===== config.mk =====
export PLATFORM = sky130hd
export DESIGN_NAME = pmp_scan_ctrl
export DESIGN_NICKNAME = d
export VERILOG_FILES = /design/src/rtl/cep_define.sv /design/src/rtl/addr_check_n.sv /design/src/rtl/pmp_scan_ctrl.sv
export SDC_FILE = /design/constraint.sdc
export NUM_CORES = 1
export LEC_CHECK = 0
export ABC_AREA = 1
export CAP_MARGIN = 30
export CORE_AREA = 10 10 257 259
export CTS_CLUSTER_DIAMETER = 150
export DETAILED_ROUTE_END_ITERATION = 10
export DIE_AREA = 0 0 267 269
export PLACE_DENSITY = 0.74
export SYNTH_ARGS = -nofsm -noshare
export SYNTH_HDL_FRONTEND = slang
export SYNTH_SLANG_ARGS = --single-unit

===== constraint.sdc =====
create_clock -name clk -period 6.1 [get_ports clk]
set_clock_uncertainty 0.1 [all_clocks]
set_input_delay 1.83 -clock clk [delete_from_list [all_inputs] [get_ports clk]]
set_output_delay 1.83 -clock clk [all_outputs]
set_load 0.1 [all_outputs]

===== src/rtl/cep_define.sv =====
// Shared PMP definitions: A-mode codes, access types, cfg bit positions, scan FSM states.
package cep_define;

    // Address-matching modes held in cfg bits [4:3]
    localparam logic [1:0] OFF   = 2'd0;
    localparam logic [1:0] TOR   = 2'd1;
    localparam logic [1:0] NA4   = 2'd2;
    localparam logic [1:0] NAPOT = 2'd3;

    // Access types carried on req_type; code 3 is illegal
    localparam logic [1:0] ACC_R = 2'd0;
    localparam logic [1:0] ACC_W = 2'd1;
    localparam logic [1:0] ACC_X = 2'd2;

    // Bit positions inside one pmpcfg byte
    localparam int unsigned CFG_R    = 0;
    localparam int unsigned CFG_W    = 1;
    localparam int unsigned CFG_X    = 2;
    localparam int unsigned CFG_A_LO = 3;
    localparam int unsigned CFG_L    = 7;

    typedef enum logic [1:0] {
        IDLE,
        SCAN,
        RESP
    } pmp_scan_state_t;

endpackage


===== src/rtl/addr_check_n.sv =====
// Combinational range check of one access against one PMP entry (pmpaddr holds byte address >> 2).
module addr_check_n
    import cep_define::*;
(
    input  logic [31:0] addr_i,
    input  logic [1:0]  size_i,
    input  logic [31:0] addr_n_i,
    input  logic [31:0] addr_n_1_i,
    input  logic [1:0]  a_n_i,
    output logic        match_o
);

    logic [33:0] start_a;
    logic [33:0] end_a;
    logic [33:0] lo;
    logic [33:0] hi;
    logic [31:0] mask;

    // Whole access (first..last byte) must fall inside the entry's region
    always_comb begin
        start_a = {2'b00, addr_i};
        end_a   = start_a + ((34'd1 << size_i) - 34'd1);
        lo      = {addr_n_1_i, 2'b00};
        hi      = {addr_n_i, 2'b00};
        mask    = addr_n_i ^ (addr_n_i + 32'd1);
        match_o = 1'b0;
        case (a_n_i)
            OFF:     match_o = 1'b0;
            TOR:     match_o = (start_a >= lo) && (end_a < hi);
            NA4:     match_o = (start_a[33:2] == addr_n_i) && (end_a[33:2] == addr_n_i);
            NAPOT:   match_o = ((start_a[33:2] | mask) == (addr_n_i | mask)) &&
                               ((end_a[33:2]   | mask) == (addr_n_i | mask));
            default: match_o = 1'b0;
        endcase
    end

endmodule


===== src/rtl/pmp_scan_ctrl.sv =====
// Sequential PMP checker: walks entries one per cycle through a shared addr_check_n.
module pmp_scan_ctrl
    import cep_define::*;
#(
    parameter int unsigned N_ENTRIES = 16,
    parameter int unsigned IDX_W     = (N_ENTRIES > 1) ? $clog2(N_ENTRIES) : 1
) (
    input  logic                    clk,
    input  logic                    rst,
    input  logic                    req_valid,
    output logic                    req_ready,
    input  logic [31:0]             req_addr,
    input  logic [1:0]              req_size,
    input  logic [1:0]              req_type,
    input  logic                    req_priv,
    input  logic [8*N_ENTRIES-1:0]  pmpcfg_i,
    input  logic [32*N_ENTRIES-1:0] pmpaddr_i,
    input  logic                    cfg_write,
    output logic                    resp_valid,
    input  logic                    resp_ready,
    output logic                    resp_fault,
    output logic                    resp_hit,
    output logic [IDX_W-1:0]        resp_entry
);

    localparam logic [IDX_W-1:0] LAST_IDX = IDX_W'(N_ENTRIES - 1);

    pmp_scan_state_t  state_q;
    logic [IDX_W-1:0] idx_q;
    logic [31:0]      addr_q;
    logic [1:0]       size_q;
    logic [1:0]       type_q;
    logic             priv_q;
    logic             req_ready_q;
    logic             resp_valid_q;
    logic             resp_fault_q;
    logic             resp_hit_q;
    logic [IDX_W-1:0] resp_entry_q;

    logic [7:0]  cfg_arr  [N_ENTRIES];
    logic [31:0] addr_arr [N_ENTRIES];

    logic [7:0]  cfg_sel;
    logic [31:0] addr_n;
    logic [31:0] addr_n_1;
    logic        match;
    logic        perm;
    logic        illegal;
    logic        fault_hit;
    logic        fault_miss;
    logic        unused_cfg_bits;

    // Unpack the flat CSR buses into per-entry views
    for (genvar g = 0; g < N_ENTRIES; g++) begin : g_unpack
        assign cfg_arr[g]  = pmpcfg_i[8*g +: 8];
        assign addr_arr[g] = pmpaddr_i[32*g +: 32];
    end

    // Select the entry under test and derive its permission outcome
    always_comb begin
        cfg_sel  = cfg_arr[idx_q];
        addr_n   = addr_arr[idx_q];
        addr_n_1 = (idx_q == '0) ? 32'h0 : addr_arr[idx_q - IDX_W'(1)];
        case (type_q)
            ACC_R:   perm = cfg_sel[CFG_R];
            ACC_W:   perm = cfg_sel[CFG_W];
            ACC_X:   perm = cfg_sel[CFG_X];
            default: perm = 1'b0;
        endcase
        illegal    = (type_q == 2'd3);
        fault_hit  = illegal | ((priv_q && !cfg_sel[CFG_L]) ? 1'b0 : !perm);
        fault_miss = illegal | !priv_q;
    end

    assign unused_cfg_bits = ^cfg_sel[6:5];

    addr_check_n u_addr_check (
        .addr_i     (addr_q),
        .size_i     (size_q),
        .addr_n_i   (addr_n),
        .addr_n_1_i (addr_n_1),
        .a_n_i      (cfg_sel[CFG_A_LO +: 2]),
        .match_o    (match)
    );

    // Scan FSM with registered handshake and result outputs
    always_ff @(posedge clk) begin
        if (rst) begin
            state_q      <= IDLE;
            idx_q        <= '0;
            addr_q       <= '0;
            size_q       <= '0;
            type_q       <= '0;
            priv_q       <= 1'b0;
            req_ready_q  <= 1'b1;
            resp_valid_q <= 1'b0;
            resp_fault_q <= 1'b0;
            resp_hit_q   <= 1'b0;
            resp_entry_q <= '0;
        end else begin
            case (state_q)
                IDLE: begin
                    if (req_valid && req_ready_q) begin
                        addr_q      <= req_addr;
                        size_q      <= req_size;
                        type_q      <= req_type;
                        priv_q      <= req_priv;
                        idx_q       <= '0;
                        req_ready_q <= 1'b0;
                        state_q     <= SCAN;
                    end
                end
                SCAN: begin
                    if (cfg_write) begin
                        idx_q <= '0;
                    end else if (match) begin
                        resp_valid_q <= 1'b1;
                        resp_hit_q   <= 1'b1;
                        resp_entry_q <= idx_q;
                        resp_fault_q <= fault_hit;
                        state_q      <= RESP;
                    end else if (idx_q == LAST_IDX) begin
                        resp_valid_q <= 1'b1;
                        resp_hit_q   <= 1'b0;
                        resp_entry_q <= '0;
                        resp_fault_q <= fault_miss;
                        state_q      <= RESP;
                    end else begin
                        idx_q <= idx_q + IDX_W'(1);
                    end
                end
                RESP: begin
                    if (resp_ready) begin
                        resp_valid_q <= 1'b0;
                        req_ready_q  <= 1'b1;
                        state_q      <= IDLE;
                    end
                end
                default: state_q <= IDLE;
            endcase
        end
    end

    assign req_ready  = req_ready_q;
    assign resp_valid = resp_valid_q;
    assign resp_fault = resp_fault_q;
    assign resp_hit   = resp_hit_q;
    assign resp_entry = resp_entry_q;

endmodule


==> metrics <==
Min-Delay Endpoint resp_entry[3]; clk_lat worst skew 0.31 ns; Final setup viols 0; Detailed Route WL 117 mm; max cap viols 0; post-route ant nets 0; GR Overflow Total 0; clock sinks 51; die area 71,800 sq um; most common cell after layout, fill and taps aside nand2_1; Hold Startpoint resp_entry[3]; top_reg_cell synth dfxtp_1; Avg Cell Area, Syn 5.15 sq um; setup TNS 0 ns; DR WL/cell 22.3 um; GRT Resource Usage Total 30.8%; Final min period 5.89 ns; initial cell density of the core 31.5%; Via density 5.51; Nets 5,217; Post-Syn Area 19,300 sq um; post-synth cell types 52; final worst-path setup slack 0.210 ns; CTS Buf Count 5; status complete, no violations; worst slew margin relative to its limit 32.5%; Area after DPL 27,500 sq um; first drt pass iteration count 6; number of flops mapped to enable cells by yosys 0; pin count of the biggest net entering global routing 98; CTS tree done; Crit Path Class in2reg; row count 91; crit path capture type flip-flop; static leakage power 14.3 nW; r2r setup slk 0.45 ns; Hold Path Depth 2; Peak VDD IR 0.138 mV; WP data arrival 6.00 ns; measured slew at the worst slew-check pin 1.01 ns; number of synthesized register bits 51; vias in the first global route 26,731; worst flop-to-flop path startpoint idx_q[1]; first-pass GRT wire length 169 mm; R2R Path End resp_fault; Final GP Congestion 1.02; Worst R2R Path Depth 24; Tot Pwr 6.02 mW; drt drc 0; syn nets 4,554; vias 28,862; most frequent cells in the layout nand2_1 (1,171), clkdlybuf4s50_1 (485), a21oi_1 (392); period utilisation layout 96.6%; fin area 29,000 sq um; CTS H-tree lvls 2; CP startpoint kind input port; hpwl dp 96.1 mm; power density over cell area 208 nW/um^2; Clock Tree Buf Depth 2; IO Count 690; Ys Warns 0; number of standard cells after synthesis 3,736; CP Max Fanout 7; Final Hold Violating Endpoints 0; root buffer cell clkbuf_16; die width 267 um; critical path required time 6.21 ns; sequential share of the synthesized area 5.30%; asr flop ratio synth 0%; hold crit path type reg2reg; Die Y 269 um; Synth-to-Final Area Change 50.6%; clock-pin slew on the worst setup and hold paths 0.08 ns; CP Launch Point pmpaddr_i[100]; initial antenna violation count 47; Core Box Area 61,000 sq um; Worst path slowest cell clkdlybuf4s50_1; highest clock rate 170 MHz; Port Buf Inserts 657; share of cells above drive strength 1 10.4%; setup slack at placement -0.984 ns; initial drt markers 3,095; Final Slew Violations 0; Max stage delay on crit path 0.48 ns
[cell usage after synthesis (3+ instances only)]
library cell,number,area share [%]
a211oi_1,4,0.16
a21o_1,5,0.19
a21oi_1,423,11
a221oi_1,35,1.6
a311oi_1,4,0.18
a31oi_1,7,0.23
a32o_1,23,1.2
buf_1,24,0.47
buf_2,71,1.8
buf_4,18,0.70
buf_6,9,0.53
clkbuf_1,113,2.2
dfxtp_1,51,5.3
ha_1,135,8.8
inv_1,387,7.5
inv_2,9,0.18
nand2_1,1196,23
nand2_2,6,0.19
nand3_1,268,7.0
nand3b_1,33,1.3
nand4_1,52,1.7
nor2_1,258,5.0
nor2_2,4,0.13
nor2_4,3,0.18
nor3_1,17,0.44
nor4_1,4,0.13
o211ai_1,75,2.9
o21a_1,3,0.12
o21ai_0,357,9.3
o21ai_1,15,0.39
o21bai_1,3,0.12
o221ai_1,43,2.0
o22ai_1,6,0.19
or2_2,8,0.26
xnor2_1,5,0.23
xor2_1,41,1.9
[where the power goes]
part | switching, mW | internal (mW) | total [mW]
registers | 0.0711 | 0.365 | 0.437
logic | 3.23 | 2.00 | 5.23
clock network | 0.156 | 0.196 | 0.352
total | 3.45 | 2.56 | 6.02
[per-stage QoR]
step / util, % / hold WS (ns) / std cells
floorplan: - / 0.343 / 3736
global placement: 45.1 / 0.352 / 5152
detailed placement: 45.1 / 0.353 / 5152
CTS: 45.9 / 0.365 / 5176
global route: 47.5 / 0.383 / 5225
finish: 47.5 / 0.364 / 5234
[worst max-delay path: cells and delay by family]
family          cells  cell delay [ns]
compound gates      2             0.27
fa+ha+maj           1             0.24
buf+inv             3             0.67
simple gates       28             2.98
[per-layer routing]
layer  GRT usage [%]  wire length, um
met5               0               35
met4            15.3             5960
met3            6.64            10500
met2            52.0            54700
met1            36.3            45600
[how the worst max path moves through the flow]
stage                     to  cells after the start
global placement    idx_q[1]                     37
finish              idx_q[1]                     34
global route        idx_q[1]                     34
detailed placement  idx_q[1]                     37
CTS                 idx_q[1]                     33
floorplan           idx_q[1]                     36
[layout make-up]
cell class / count / area [sq um]
antenna: 44 / 110
clock buffer: 5 / 125
clock inverter: 3 / 46.3
fill: 6489 / 32000
inverter: 396 / 1510
multi-input combinational: 3053 / 16300
sequential: 51 / 1030
tap: 790 / 988
timing repair buffer: 892 / 8830
[repair_timing]
action | 4_1_cts | 5_1_grt
gates cloned | 0 | 0
endpoints found under the hold margin | 0 | 0
setup buffers | 17 | 15
pin swaps | 58 | 140
setup endpoints to repair | 13 | 13
hold buffers | 0 | 0
gates resized for setup | 108 | 347
[registers in the layout (all words and copies together) (netlist names)]
name        cells
addr_q         32
idx_q           4
priv_q          1
req_ready       1
resp_entry      4
resp_fault      1
resp_hit        1
resp_valid      1
size_q          2
state_q         2
type_q          2
[cell families after synthesis]
family / share of synthesized area [%]
compound gates: 29.8
xor+xnor: 2.09
fa+ha+maj: 8.88
buf+inv: 13.5
flops: 5.30
simple gates: 40.3
Power figures use the tool's default switching activity.
